**src/rtl/cfg_pkg.sv**
```systemverilog
// Shared types and constants for the fabric configuration loader.
package cfg_pkg;

    typedef enum logic [1:0] {
        IDLE,
        LOAD,
        DONE
    } cfg_ld_state_t;

    // Interconnect select width and number of selectable sources per LE input.
    localparam int unsigned CFG_SEL_BITS = 3;
    localparam int unsigned LE_OUTS      = 4;

    // Config chain length contributed by an interconnect with le_inputs inputs.
    function automatic int unsigned cfg_chain_len(input int unsigned le_inputs);
        return le_inputs * LE_OUTS * CFG_SEL_BITS;
    endfunction

endpackage

```
**src/rtl/cfg_word_serializer.sv**
```systemverilog
// Hold/shift register for one bitstream word; emits it MSB-first, one bit per shift.
module cfg_word_serializer #(
    parameter int unsigned WORD_W = 8
) (
    input  logic                         clk,
    input  logic                         rst,
    input  logic                         flush,
    input  logic                         load,
    input  logic [WORD_W-1:0]            load_data,
    input  logic [$clog2(WORD_W+1)-1:0]  load_bits,
    input  logic                         run,
    output logic                         hold_valid,
    output logic                         last_bit,
    output logic                         cfg_sdo
);

    localparam int unsigned BitCntW = $clog2(WORD_W + 1);
    localparam logic [BitCntW-1:0] BitOne = 1;

    logic [WORD_W-1:0]  shift_q, shift_d;
    logic [BitCntW-1:0] bits_q, bits_d;
    logic               hold_q, hold_d;
    logic               shifting;

    assign shifting   = hold_q && run;
    assign last_bit   = shifting && (bits_q == BitOne);
    assign hold_valid = hold_q;
    assign cfg_sdo    = shift_q[WORD_W-1];

    // Next-state: flush beats a new word, a new word beats a plain shift.
    always_comb begin
        shift_d = shift_q;
        bits_d  = bits_q;
        hold_d  = hold_q;
        if (flush) begin
            shift_d = '0;
            bits_d  = '0;
            hold_d  = 1'b0;
        end else if (load) begin
            shift_d = load_data;
            bits_d  = load_bits;
            hold_d  = 1'b1;
        end else if (shifting) begin
            shift_d = {shift_q[WORD_W-2:0], 1'b0};
            bits_d  = bits_q - BitOne;
            hold_d  = (bits_q != BitOne);
        end
    end

    // Hold register state.
    always_ff @(posedge clk) begin
        if (rst) begin
            shift_q <= '0;
            bits_q  <= '0;
            hold_q  <= 1'b0;
        end else begin
            shift_q <= shift_d;
            bits_q  <= bits_d;
            hold_q  <= hold_d;
        end
    end

endmodule

```
**src/rtl/cfg_stream_loader.sv**
```systemverilog
// Word-to-serial loader driving the fabric configuration shift chain.
module cfg_stream_loader
    import cfg_pkg::*;
#(
    parameter int unsigned WORD_W    = 8,
    parameter int unsigned CHAIN_LEN = cfg_chain_len(4)
) (
    input  logic              clk,
    input  logic              rst,
    input  logic              start,
    input  logic              abort,
    input  logic [WORD_W-1:0] word_data,
    input  logic              word_valid,
    output logic              word_ready,
    output logic              cfg_mode,
    output logic              cfg_shift,
    output logic              cfg_sdo,
    output logic              busy,
    output logic              done,
    output logic              err
);

    localparam int unsigned NWORDS    = (CHAIN_LEN + WORD_W - 1) / WORD_W;
    localparam int unsigned ChainCntW = $clog2(CHAIN_LEN + 1);
    localparam int unsigned WordCntW  = $clog2(NWORDS + 1);
    localparam int unsigned BitCntW   = $clog2(WORD_W + 1);

    localparam logic [ChainCntW-1:0] ChainOne = 1;
    localparam logic [WordCntW-1:0]  WordOne  = 1;

    cfg_ld_state_t        state_q, state_d;
    logic [ChainCntW-1:0] chain_left_q, chain_left_d;
    logic [WordCntW-1:0]  words_left_q, words_left_d;
    logic                 err_q, err_d;

    logic                 hold_valid;
    logic                 last_bit;
    logic                 in_load;
    logic                 shift_now;
    logic                 start_ok;
    logic                 abort_ok;
    logic                 final_shift;
    logic                 ready_int;
    logic                 accept;
    logic [ChainCntW-1:0] avail;
    logic [BitCntW-1:0]   load_bits;

    assign in_load     = (state_q == LOAD);
    assign shift_now   = hold_valid && in_load;
    assign start_ok    = start && !in_load;
    assign abort_ok    = abort && in_load;
    assign final_shift = shift_now && (chain_left_q == ChainOne);
    assign ready_int   = in_load && (words_left_q != '0) && (!hold_valid || last_bit);
    assign accept      = word_valid && ready_int;

    // Chain bits not yet covered by an accepted word: a word is only taken while the hold
    // register is empty or on its final bit, so at most one bit is in flight here.
    assign avail = chain_left_q - (shift_now ? ChainOne : '0);

    // A short final word only carries as many bits as the chain still needs.
    always_comb begin
        load_bits = BitCntW'(WORD_W);
        if (32'(avail) < WORD_W) begin
            load_bits = BitCntW'(avail);
        end
    end

    cfg_word_serializer #(
        .WORD_W (WORD_W)
    ) u_serializer (
        .clk        (clk),
        .rst        (rst),
        .flush      (start_ok || abort_ok),
        .load       (accept),
        .load_data  (word_data),
        .load_bits  (load_bits),
        .run        (in_load),
        .hold_valid (hold_valid),
        .last_bit   (last_bit),
        .cfg_sdo    (cfg_sdo)
    );

    // FSM state register.
    always_ff @(posedge clk) begin
        if (rst) begin
            state_q <= IDLE;
        end else begin
            state_q <= state_d;
        end
    end

    // FSM next state; abort takes priority over completing the final shift.
    always_comb begin
        state_d = state_q;
        unique case (state_q)
            IDLE: if (start) state_d = LOAD;
            LOAD: begin
                if (abort) begin
                    state_d = IDLE;
                end else if (final_shift) begin
                    state_d = DONE;
                end
            end
            DONE: if (start) state_d = LOAD;
            default: state_d = IDLE;
        endcase
    end

    // FSM outputs and handshake.
    always_comb begin
        cfg_mode   = in_load;
        busy       = in_load;
        cfg_shift  = shift_now;
        done       = (state_q == DONE);
        err        = err_q;
        word_ready = ready_int;
    end

    // Chain/word counters and sticky error, next state.
    always_comb begin
        chain_left_d = chain_left_q;
        words_left_d = words_left_q;
        err_d        = err_q;
        if (start_ok) begin
            chain_left_d = ChainCntW'(CHAIN_LEN);
            words_left_d = WordCntW'(NWORDS);
            err_d        = 1'b0;
        end else if (abort_ok) begin
            chain_left_d = '0;
            words_left_d = '0;
            err_d        = 1'b1;
        end else begin
            if (shift_now) chain_left_d = chain_left_q - ChainOne;
            if (accept)    words_left_d = words_left_q - WordOne;
        end
    end

    // Counter and error registers.
    always_ff @(posedge clk) begin
        if (rst) begin
            chain_left_q <= '0;
            words_left_q <= '0;
            err_q        <= 1'b0;
        end else begin
            chain_left_q <= chain_left_d;
            words_left_q <= words_left_d;
            err_q        <= err_d;
        end
    end

endmodule

```
**config.mk**
```make
export PLATFORM = sky130hd
export DESIGN_NAME = cfg_stream_loader
export DESIGN_NICKNAME = d
export VERILOG_FILES = /design/src/rtl/cfg_pkg.sv /design/src/rtl/cfg_word_serializer.sv /design/src/rtl/cfg_stream_loader.sv
export SDC_FILE = /design/constraint.sdc
export NUM_CORES = 1
export LEC_CHECK = 0
export BUFFER_PORTS_ARGS = -buffer_cell sky130_fd_sc_hd__buf_2
export CAP_MARGIN = 20
export CORE_UTILIZATION = 61
export DETAILED_ROUTE_END_ITERATION = 8
export PLACE_DENSITY = 0.86
export SKIP_CTS_REPAIR_TIMING = 1
export SLEW_MARGIN = 20
export SYNTH_ARGS = -nofsm -noshare
export SYNTH_HDL_FRONTEND = slang
export SYNTH_HIERARCHICAL = 1
export SYNTH_SLANG_ARGS = --single-unit
```
**constraint.sdc**
```tcl
create_clock -name clk -period 5.6 [get_ports clk]
set_input_delay 0.28 -clock clk [delete_from_list [all_inputs] [get_ports clk]]
set_output_delay 0.28 -clock clk [all_outputs]
set_load 0.05 [all_outputs]
```
## Yosys cells after proc, flatten, opt, wreduce, memory -nomap -nowiden

Cells that the tools add are included.

| cells by class | value |
|---|---|
| $lt $le $gt $ge | 1 |
| add/sub/neg operators | 4 |
| muxes and demuxes | 18 |
| equal/unequal tests | 7 |
| reductions and logical operators | 22 |

Operators with widths:

| operator | count |
|---|---|
| $mux W6 | 3 |
| $mux W8 | 2 |
| $mux W4 | 3 |
| $mux W3 | 3 |
| $reduce_bool A3 Y1 | 3 |
| $logic_and A1 B1 Y1 | 8 |
| $eq A6 B1 Y1 const B | 1 |
| $lt A6 B4 Y1 const B | 1 |
| $mux W2 | 3 |
| $reduce_or A2 Y1 | 3 |
| $sub A6 B1 Y6 | 1 |
| $sub A6 B1 Y6 const B | 1 |
| $eq A4 B1 Y1 const B | 1 |
| $ne A4 B1 Y1 const B | 1 |
| $pmux W2 S2 | 1 |
| $sub A4 B1 Y4 const B | 1 |
| $mux W1 | 3 |
| $ne A3 B2 Y1 const B | 1 |
| $reduce_or A3 Y1 | 1 |
| $sub A3 B1 Y3 const B | 1 |
| $eq A2 B1 Y1 const B | 1 |
| $eq A2 B2 Y1 const B | 1 |
| $logic_not A1 Y1 | 2 |
| $logic_not A2 Y1 | 1 |
| other kinds (4) | 5 |

| storage, ports and cells | value |
|---|---|
| input port bits | 13 |
| output and inout port bits | 7 |
| register bits after elaboration | 25 |
| logic and storage cells | 61 |

## Logic depth before layout (Yosys ltp)

| logic depth | value |
|---|---|
| depth after elaboration | 9 |
| mapped depth | 12 |

## Cells and area by module

Netlist, hierarchy kept.

Modules (own cells, without submodules):

| module | area each (µm²) | times used | cells each | seq. area each (µm²) |
|---|---|---|---|---|
| cfg_stream_loader | 893.4 | 1 | 106 | 240.2 |
| cfg_word_serializer | 624.3 | 1 | 78 | 260.2 |

## Least setup slack after synthesis

Ideal clock, no wire load.

| timing path | value |
|---|---|
| path kind | register to output |
| from | register state_q[1] |
| to | output port word_ready |
| data required time | 5.320 ns |
| cell stages (with the launch flop) | 9 |
| path slack | 2.716 ns |
| arrival time | 2.604 ns |
| path through | dfxtp_1 nand2b_1 buf_6 inv_2 nand2_1 buf_2 nor4_1 and2b_1 nor3_1 |

| between the ends | value |
|---|---|
| word-level cells in the longest chain between the ends | 5 |

RTL lines:

| item | RTL line | text |
|---|---|---|
| start, declared | cfg_stream_loader.sv:31 | `cfg_ld_state_t state_q, state_d;` |
| start signal, assigned | cfg_stream_loader.sv:88 | `state_q <= state_d;` |
| $eq A2 B1 Y1 | cfg_stream_loader.sv:48 | `assign in_load = (state_q == LOAD);` |
| via busy | cfg_stream_loader.sv:18 | `output logic busy,` |
| $logic_and A1 B1 Y1 | cfg_word_serializer.sv:25 | `assign shifting = hold_q && run;` |
| $logic_and A1 B1 Y1 | cfg_word_serializer.sv:26 | `assign last_bit = shifting && (bits_q == BitOne);` |
| via last_bit | cfg_stream_loader.sv:37 | `logic last_bit;` |
| $logic_or A1 B1 Y1 | cfg_stream_loader.sv:53 | `assign ready_int = in_load && (words_left_q != '0) && (!hold_valid \|\| last_bit);` |
| $logic_and A1 B1 Y1 | cfg_stream_loader.sv:53 |  |
| end, declared | cfg_stream_loader.sv:14 | `output logic word_ready,` |

The timed path passes the listed nets, and every way through them passes these cells.

## Worst setup path after layout

| timing path | value |
|---|---|
| from | register state_q[1] |
| to | register u_serializer.bits_q[3] |

| between the ends | value |
|---|---|
| word-level cells in the longest chain between the ends | 7 |

RTL lines:

| item | RTL line | text |
|---|---|---|
| $eq A2 B1 Y1 (*) | cfg_stream_loader.sv:48 |  |
| $logic_and A1 B1 Y1 (*) | cfg_word_serializer.sv:25 |  |
| $logic_and A1 B1 Y1 (*) | cfg_word_serializer.sv:26 |  |
| via last_bit | cfg_stream_loader.sv:37 |  |
| $logic_or A1 B1 Y1 (*) | cfg_stream_loader.sv:53 |  |
| $logic_and A1 B1 Y1 (*) | cfg_stream_loader.sv:53 |  |
| $logic_and A1 B1 Y1 (*) | cfg_stream_loader.sv:54 | `assign accept = word_valid && ready_int;` |
| via accept | cfg_stream_loader.sv:44 | `logic accept;` |
| $mux W4 or $reduce_bool A2 Y1 (tied branches) | -- |  |
| end signal, assigned | cfg_word_serializer.sv:58 | `bits_q <= bits_d;` |
| end, declared | cfg_word_serializer.sv:21 | `logic [BitCntW-1:0] bits_q, bits_d;` |

The timed path passes the listed nets; every way through them passes the cells marked *.
A chain may end at the register's enable or synchronous reset.

==> impl_metrics.tcl <==
set metrics [dict create \
    worstSetupEndpointType "flip-flop" \
    relSlewSlack 0.610 \
    fmax_ghz 0.338 \
    cts_root_buffer "clkbuf_4" \
    layout_common_cells "nor2_1, dfxtp_1, nand2_1" \
    grt_pass1_vias 1210 \
    cts_sinks 25 \
    setup_violations 0 \
    required_ns 5.79 \
    postPlaceCellArea_mm2 0.00156 \
    busiest_layer "met2" \
    cp_max_fo 22 \
    ys_seq_elements 25 \
    diodes 0 \
    whs_ns 0.208 \
    rows 17 \
    hold_path_class "in -> reg" \
    synth_nets 205 \
    ir_drop_uv 143 \
    die_w_um 51.9 \
    via_per_inst 5.79 \
    wl_per_cell_um 13.7 \
    nFillCells 185 \
    yosys_warnings 6 \
    firstDrtPassIters 5 \
    grt_pass1_wl_mm 5.36 \
    clk_latency_ns 0.32 \
    finalCritPeriodShare 0.528 \
    antenna_found_initial 0 \
    synthCells 184 \
    drc_errors 0 \
    cp-start-kind "flip-flop" \
    met3_usage 0.0468 \
    crit_arrival_ns 3.15 \
    final_common_cell "nor2_1" \
    power.total_uw 329 \
    p_leak_uw 0.000577 \
    rsz0062_at_grt "false" \
    coreArea_mm2 0.00228 \
    synth_enable_flop_cells 0 \
    area_delta_synth_final_pct 4.37 \
    die_area_mm2 0.00269 \
    multi_input_area_um2 885 \
    drv_slew 0 \
    grt_use_met2 0.400 \
    fp.dieH_um 51.9 \
    regArea_um2 500 \
    htree_num_levels 1 \
    clockBufferDepth 2 \
    drive_above_1_share 0.170 \
    syn_avg_cell_area_um2 8.25 \
    synth_cell_types 43 \
    crit_type "reg -> reg" \
    ios 20 \
    cts_buffers 3 \
    use_met1 0.366 \
    finalHoldViolations 0 \
    maxCapViolCount 0 \
    worst_slew_pin_slew_ns 0.584 \
    drtAntennaViolNets 0 \
    gp_congestion 0.836 \
    powerDensity_mw_per_mm2 208 \
    port_buffers 19 \
    synth_area_mm2 0.00152 \
    grtUsageTotal 0.264 \
    hpwl_mm 2.33 \
    nets 216 \
    grt_start_max_net_pins 23 \
    setup_tns_ns 0 \
    post-route-min-period_ns 2.96 \
    async_reset_ff_frac 0 \
    overflow 0 \
    cts_tree "built" \
    drt_iter0_markers 29 \
    yosysSeqAreaShare 0.330 \
    status "complete, no violations" \
    wirelength_mm 3.03 \
    clk_pin_slew_ns 0.13 \
    final_cell_area_mm2 0.00158 \
    start_util 0.667 \
    fin_skew_ns 0.00560 \
    vias 1285 \
    synthFlopType "dfxtp_1" \
]
## layout make-up
| class | instances | area share |
|---|---|---|
| multi-input combinational | 135 | 0.558 |
| sequential | 25 | 0.316 |
| timing repair buffer | 19 | 0.0600 |
| inverter | 11 | 0.0261 |
| tap | 28 | 0.0221 |
| clock buffer | 3 | 0.0142 |
| clock inverter | 1 | 0.00316 |
## worst max-delay path, cell delays in order, from the launching register on
cell and delay (ns):
dfxtp_1 0.34, nand2b_1 0.30, inv_2 0.27, nand2_1 0.31, nor4_1 0.26, and2b_1 0.27
nor4_4 0.38, inv_1 0.39, o21ai_0 0.25, a31oi_1 0.06
## cells by family (layout without fill, tap and decap cells)
logic type	count (synthesis)	after routing	synth area share
XOR/XNOR	8	8	0.0462
multiplexers	2	2	0.0148
AND/OR/NAND/NOR	85	85	0.296
AO/OA/AOI/OAI	32	32	0.160
adder cells (fa/ha/maj)	8	8	0.0660
flip-flops	25	25	0.330
buffers and inverters	24	34	0.0874
## layer usage
metal	vias up	part of all wire
li1	657	-
met1	598	0.49
met2	25	0.47
met3	5	0.033
met4	0	0.014
met5	-	0
## cells in the mapped netlist (2+ instances only)
library cell	n	area [um2]
nor2_1	26	97.6
dfxtp_1	25	500
nand2_1	20	75.1
a21oi_1	10	50.1
inv_1	10	37.5
nand3_1	9	45.0
ha_1	8	100
a311oi_1	7	61.3
clkbuf_1	5	18.8
xnor2_1	5	43.8
nand2b_1	4	25.0
nor2b_1	4	25.0
nor3_1	4	20.0
buf_2	3	15.0
nor3b_1	3	22.5
o21ai_0	3	15.0
xor2_1	3	26.3
a211oi_1	2	15.0
buf_6	2	22.5
clkbuf_8	2	27.5
mux2_1	2	22.5
nand3b_1	2	15.0
nand4_1	2	12.5
nor4_2	2	25.0
o22ai_1	2	12.5
o41ai_1	2	17.5
## flip-flops by register name, summed over array words and instances, names as in the netlist
register                 cells
u_serializer/shift_q         8
chain_left_q                 6
u_serializer/bits_q          4
words_left_q                 3
state_q                      2
err                          1
u_serializer/hold_valid      1
## where the power goes
part	total [uW]	switching [uW]	internal, uW
Sequential	192	7.81	184
Clock	79.9	53.1	26.8
Combinational	56.9	36.3	20.6
## worst paths after layout
kind              slack, ns  depth (start not counted)                                    to               startpoint
setup / recovery       2.64                          9   u_serializer/bits_q[3]$_SDFFE_PP0P_  state_q[1]$_SDFFE_PP0P_
hold / removal         0.21                          3  u_serializer/shift_q[0]$_SDFFE_PP0P_             word_data[0]
hold reg to reg        0.47                          2                      err$_SDFFE_PP0P_         err$_SDFFE_PP0P_
setup reg to reg       2.64                          9   u_serializer/bits_q[3]$_SDFFE_PP0P_  state_q[1]$_SDFFE_PP0P_
## through the flow
step,worst slack [ns],std cells,util
2_1_floorplan,2.72,184,-
3_3_place_gp,2.84,218,0.684
3_5_place_dp,2.70,218,0.684
4_1_cts,2.69,222,0.696
5_1_grt,2.28,222,0.696
6_report,2.64,222,0.696
No activity file was read; power rests on OpenSTA's default activity.
